==> src/rtl/imm_encoder_if.sv <==
// Request/result bundle for imm_encoder, plus the instruction-type encoding shared with its users.
// Valid/ready: a transfer happens on a rising edge where valid && ready; the sender holds its payload stable while valid && !ready.
`ifndef INSTR_TYPE_BUS
`define INSTR_TYPE_BUS logic [2:0]
`define I_TYPE 3'd0
`define S_TYPE 3'd1
`define B_TYPE 3'd2
`define U_TYPE 3'd3
`define J_TYPE 3'd4
`define R_TYPE 3'd5
`endif
`ifndef REG_BUS
`define REG_BUS logic [63:0]
`endif

interface imm_encoder_if;
    logic                in_valid;
    logic                in_ready;
    `INSTR_TYPE_BUS      in_type;
    `REG_BUS             in_imm;
    logic [31:0]         in_base;
    logic                out_valid;
    logic                out_ready;
    logic [31:0]         out_instr;
    logic                out_err;

    modport master (
        output in_valid, in_type, in_imm, in_base, out_ready,
        input  in_ready, out_valid, out_instr, out_err
    );

    modport slave (
        input  in_valid, in_type, in_imm, in_base, out_ready,
        output in_ready, out_valid, out_instr, out_err
    );
endinterface

==> src/rtl/imm_encoder.sv <==
// Packs a signed 64-bit immediate into the immediate fields of a RISC-V instruction template,
// with one registered output stage, representability checking and saturating statistics.
module imm_encoder #(
    parameter int CNT_W = 16
) (
    input  logic             clk,
    input  logic             rst,
    imm_encoder_if.slave     bus,
    output logic [CNT_W-1:0] enc_cnt,
    output logic [CNT_W-1:0] err_cnt
);
    logic [63:0] imm;
    logic [31:0] base;
    logic [31:0] packed_instr;
    logic        packed_err;
    logic        in_ready;
    logic        accept;
    logic        out_valid_q;
    logic [31:0] out_instr_q;
    logic        out_err_q;

    assign imm  = bus.in_imm;
    assign base = bus.in_base;

    // Register may refill in the same cycle its current result is consumed.
    assign in_ready = !out_valid_q || bus.out_ready;
    assign accept   = bus.in_valid && in_ready;

    assign bus.in_ready  = in_ready;
    assign bus.out_valid = out_valid_q;
    assign bus.out_instr = out_instr_q;
    assign bus.out_err   = out_err_q;

    // Truncated immediate is still packed on error so the caller sees what would be emitted.
    always_comb begin
        packed_instr = base;
        packed_err   = 1'b0;
        case (bus.in_type)
            `I_TYPE: begin
                packed_instr[31:20] = imm[11:0];
                packed_err          = (imm[63:11] != {53{imm[11]}});
            end
            `S_TYPE: begin
                packed_instr[31:25] = imm[11:5];
                packed_instr[11:7]  = imm[4:0];
                packed_err          = (imm[63:11] != {53{imm[11]}});
            end
            `B_TYPE: begin
                packed_instr[31]    = imm[12];
                packed_instr[7]     = imm[11];
                packed_instr[30:25] = imm[10:5];
                packed_instr[11:8]  = imm[4:1];
                packed_err          = (imm[63:12] != {52{imm[12]}}) || imm[0];
            end
            `U_TYPE: begin
                packed_instr[31:12] = imm[31:12];
                packed_err          = (imm[63:31] != {33{imm[31]}}) || (imm[11:0] != 12'h000);
            end
            `J_TYPE: begin
                packed_instr[31]    = imm[20];
                packed_instr[19:12] = imm[19:12];
                packed_instr[20]    = imm[11];
                packed_instr[30:21] = imm[10:1];
                packed_err          = (imm[63:20] != {44{imm[20]}}) || imm[0];
            end
            `R_TYPE: begin
                packed_instr = base;
            end
            default: begin
                packed_err = 1'b1;
            end
        endcase
    end

    always_ff @(posedge clk) begin
        if (rst) begin
            out_valid_q <= 1'b0;
            out_instr_q <= 32'h0;
            out_err_q   <= 1'b0;
        end else if (accept) begin
            out_valid_q <= 1'b1;
            out_instr_q <= packed_instr;
            out_err_q   <= packed_err;
        end else if (out_valid_q && bus.out_ready) begin
            out_valid_q <= 1'b0;
        end
    end

    always_ff @(posedge clk) begin
        if (rst) begin
            enc_cnt <= '0;
            err_cnt <= '0;
        end else if (accept) begin
            if (enc_cnt != '1) enc_cnt <= enc_cnt + CNT_W'(1);
            if (packed_err && (err_cnt != '1)) err_cnt <= err_cnt + CNT_W'(1);
        end
    end
endmodule

==> src/flat_wrapper.sv <==
// flat-port wrapper written by rule: the top's interface ports become plain ports
module imm_encoder_flat 
#(
    parameter int CNT_W = 16
)
  (clk, rst, enc_cnt, err_cnt, bus_in_valid, bus_in_type, bus_in_imm, bus_in_base, bus_out_ready, bus_in_ready, bus_out_valid, bus_out_instr, bus_out_err);
  imm_encoder_if bus_i ();
  input  logic clk;
  input  logic rst;
  output logic [CNT_W-1:0] enc_cnt;
  output logic [CNT_W-1:0] err_cnt;
  input wire logic [$bits(bus_i.in_valid)-1:0] bus_in_valid;
  input wire logic [$bits(bus_i.in_type)-1:0] bus_in_type;
  input wire logic [$bits(bus_i.in_imm)-1:0] bus_in_imm;
  input wire logic [$bits(bus_i.in_base)-1:0] bus_in_base;
  input wire logic [$bits(bus_i.out_ready)-1:0] bus_out_ready;
  output wire logic [$bits(bus_i.in_ready)-1:0] bus_in_ready;
  output wire logic [$bits(bus_i.out_valid)-1:0] bus_out_valid;
  output wire logic [$bits(bus_i.out_instr)-1:0] bus_out_instr;
  output wire logic [$bits(bus_i.out_err)-1:0] bus_out_err;
  assign bus_i.in_valid = bus_in_valid;
  assign bus_i.in_type = bus_in_type;
  assign bus_i.in_imm = bus_in_imm;
  assign bus_i.in_base = bus_in_base;
  assign bus_i.out_ready = bus_out_ready;
  assign bus_in_ready = bus_i.in_ready;
  assign bus_out_valid = bus_i.out_valid;
  assign bus_out_instr = bus_i.out_instr;
  assign bus_out_err = bus_i.out_err;
  imm_encoder #(.CNT_W(CNT_W)) u_core (.clk(clk), .rst(rst), .bus(bus_i), .enc_cnt(enc_cnt), .err_cnt(err_cnt));
endmodule
==> config.mk <==
export PLATFORM = sky130hd
export DESIGN_NAME = imm_encoder_flat
export DESIGN_NICKNAME = d
export VERILOG_FILES = /design/src/rtl/imm_encoder_if.sv /design/src/rtl/imm_encoder.sv /design/src/flat_wrapper.sv
export SDC_FILE = /design/constraint.sdc
export NUM_CORES = 1
export LEC_CHECK = 0
export CORE_ASPECT_RATIO = 0.8
export CORE_MARGIN = 10
export CORE_UTILIZATION = 25
export CTS_BUF_LIST = sky130_fd_sc_hd__clkbuf_8
export DETAILED_ROUTE_END_ITERATION = 10
export PLACE_DENSITY = 0.63
export SKIP_LAST_GASP = 1
export SLEW_MARGIN = 20
export SYNTH_ARGS = -nofsm -noshare
export SYNTH_HDL_FRONTEND = slang
export SYNTH_SLANG_ARGS = --single-unit
==> constraint.sdc <==
create_clock -name clk -period 3.6 [get_ports clk]
set_clock_uncertainty 0.05 [all_clocks]
set_input_delay 0.72 -clock clk [delete_from_list [all_inputs] [get_ports clk]]
set_output_delay 0.72 -clock clk [all_outputs]
set_load 0.03 [all_outputs]
==> results.ini <==
[worst_setup_path]
worstPathRequired_ps = 3780
crit_path_max_incr_delay_ps = 560
cp.arrival_ps = 3360
worstSetupPathType = primary input to flop
r2r-end = u_core.err_cnt[11]
cpMaxStageDelayCell = or4_1
reg2reg_depth = 9
r2r_slack_ps = 790
cp_top_family = simple AND/OR/NAND/NOR gates
crit_path_end_kind = flop
path_buf_inv = 2
crit_path_max_fanout = 23
crit_chain = clkdlybuf4s50_1 > or4_1 > nor4_2 > nand4_1 > a221oi_2 > a211oi_2 > a21oi_4 > buf_12 > nor4_1 > mux2_4
r2r_start = u_core.err_cnt[3]
startpoint_type = primary input

[logic_synthesis]
synth_warnings = 0
synthDominantCellAreaShare_pct = 34.8
ys_top_cells_by_area = dfxtp_1 35%, nor2_1 5.8%, a21oi_1 4.5%, nand2_1 3.7%, nand4_1 3.5%
synth.avg_cell_area_sq_um = 7.96
synth-seq-cells = 66
synth_nets = 582
synth_area_sq_um = 3790
ys_seq_area_share_pct = 34.8
yosysTopAreaCell = dfxtp_1
synthCells = 477
ys_types = 49

[global_route]
grt_pass1_wl_mm = 23.4
grtUsageTotal_pct = 14.3
grt_start_max_net_pins = 59
grt_antenna_before_repair = 2
grt.overflow.total = 0
grt_pass1_vias = 4302

[clocking]
clk_path_buf_depth = 2
clkLatencyLatePin_ps = 340
cts_sinks = 66
cts_made_buffers = 9
clkTransAtPathRegs_ps = 70
cts_resized = 0
ctsHtreeMaxLevel = 3
cts_root_buf = clkbuf_8
holdBufCountCts = 0
cts_tree = built
cts_setup_buffers = 0

[placement]
dp_hpwl_mm = 12.3
io_buffers = 169
routabilityCongestion = 0.869
dp_cells = 824

[layout]
multi_input_area_sq_um = 2310
final_layout_size_suffix_gt1_share_pct = 8.91
utilization_pct = 39.7
regArea_sq_um = 1320
layoutNonFillerInstCount = 842
area_growth_pct = 56.5
layout.nets = 751
fill_cells = 1490

[floorplan]
core-area_sq_um = 15000
initial_core_util_pct = 25.4
dieArea_sq_um = 20500
pin_count = 170
dieHeight_um = 130
fp-row-count = 40
die_x_um = 158

[routing]
vias = 4357
drc = 0
routedWlPerCell_um = 18.2
ant_nets = 0
firstDrtPassIters = 5
wl_mm = 15.3
viasPerCell = 5.17
drtIter0Drc = 262

[status]
status = complete, no violations

[sta]
period_minus_slack_ps = 3190
rsz0062_at_grt = false
slew_violations = 0
final_hold_viol_count = 0
fmax_mhz = 314
worst_pin_slew_ps = 621
fin_crit_sh_pct = 88.5
tns_ps = 0
fin_hold_ws_ps = 406
setup_viol = 0
slew_headroom_pct = 58.6

[hold_path]
hold-path-endpoint = u_core.bus.out_instr[6]
hold_class = flop to flop
min_path_cells = 2
hp-start = u_core.bus.out_instr[6]

[power_and_ir_drop]
leakage_nw = 2.06
vdd_ir_drop_max_mv = 0.174
cellPowerDensity_nw_per_um2 = 307

[job]
max_cap_violations = 0

## logic make-up (layout without fill, tap and decap cells)
kind of cell,Yosys count,count (layout),synth area share (%)
AND/OR/NAND/NOR,229,229,31.4
other,0,2,0
adder cells (fa/ha/maj),2,2,0.659
multiplexers,23,23,7.09
XOR/XNOR,10,10,2.31
buffers and inverters,40,214,4.22
flip-flops,66,66,34.8
AO/OA/AOI/OAI,107,107,19.5
## worst register-to-register path, stage by stage, from the launching register on
cell     delay (ps)
dfxtp_1         420
and3_1          230
and3_1          220
and3_1          210
and3_1          240
nand4_1         180
o21ai_1         450
buf_4           300
nor4_1          100
mux2_4          300
## cell usage after synthesis (all sizes together)
library cell	number
a211oi	15
a21o	2
a21oi	36
a221o	5
a221oi	1
a22o	6
a22oi	6
a311oi	6
a31oi	1
a41oi	1
and2	3
and3	8
and4	4
and4b	1
buf	3
clkbuf	29
dfxtp	66
ha	2
inv	8
mux2	10
mux2i	13
nand2	37
nand2b	4
nand3	26
nand4	21
nor2	60
nor2b	9
nor3	18
nor4	12
nor4b	1
o2111ai	1
o21a	3
o21ai	14
o22ai	2
o31ai	7
o41ai	1
or2	1
or3	9
or4	15
xnor2	7
xor2	3
## final cells by class
type	count	share of cell area, %
multi-input combinational	371	39.0
timing repair buffer	190	31.3
sequential	66	22.3
tap	189	3.98
clock buffer	10	2.32
clock inverter	6	0.569
inverter	8	0.506
antenna	2	0.0843
## placed cells by master (no fill, tap or decap), types with 7 or more instances in the layout
master,n
nor3_1,18
o21ai_0,12
nand3_1,26
xnor2_1,7
buf_4,21
a211oi_1,14
o31ai_1,7
nand2_1,37
nor2_1,59
mux2i_1,13
clkbuf_8,10
and3_1,8
inv_1,9
or4_1,15
mux2_4,7
clkdlybuf4s50_1,168
nor4_1,9
a21oi_1,34
nor2b_1,9
or3_1,9
nand4_1,21
dfxtp_1,66
## how the worst max path moves through the flow
stage,from,to,slack [ps],cells past startpoint
2_1_floorplan,bus_in_imm[17],u_core.err_cnt[14],780,9
3_3_place_gp,bus_in_imm[17],u_core.err_cnt[6],70,10
3_5_place_dp,bus_in_imm[17],u_core.err_cnt[5],30,10
4_1_cts,bus_in_imm[17],u_core.err_cnt[5],410,10
5_1_grt,bus_in_imm[31],u_core.err_cnt[15],280,10
6_report,bus_in_imm[17],u_core.err_cnt[15],410,10
## flip-flops by register name, indices dropped and copies added (netlist names)
name and count:
u_core.err_cnt 16, u_core.bus.out_instr 32, u_core.bus.out_err 1, u_core.bus.out_valid 1, u_core.enc_cnt 16
## power breakdown
part,total (W),internal (W),switching (W)
combinational,0.000479,0.000234,0.000245
clock,0.000559,0.000263,0.000296
sequential,0.000785,0.000764,0.0000215
total,0.00182,0.00126,0.000563
## metrics by stage
step | power, W | instance area, sq um | setup slack, ps
after detailed placement | 0.00128 | 5760 | 26.2
after global placement | 0.00128 | 5760 | 65.7
after CTS | 0.00185 | 5930 | 407
final | 0.00182 | 5940 | 413
after floorplan | 0.00102 | 3790 | 779
after global routing | 0.00193 | 5940 | 278
## metal layers
metal	up-vias	GRT usage [%]	routed length (um)
li1	2123	-	-
met1	2055	17.7	6780
met2	164	23.5	7210
met3	15	4.44	1110
met4	0	4.01	221
met5	-	0	0
Note: power is estimated with default switching activity, not from simulation.
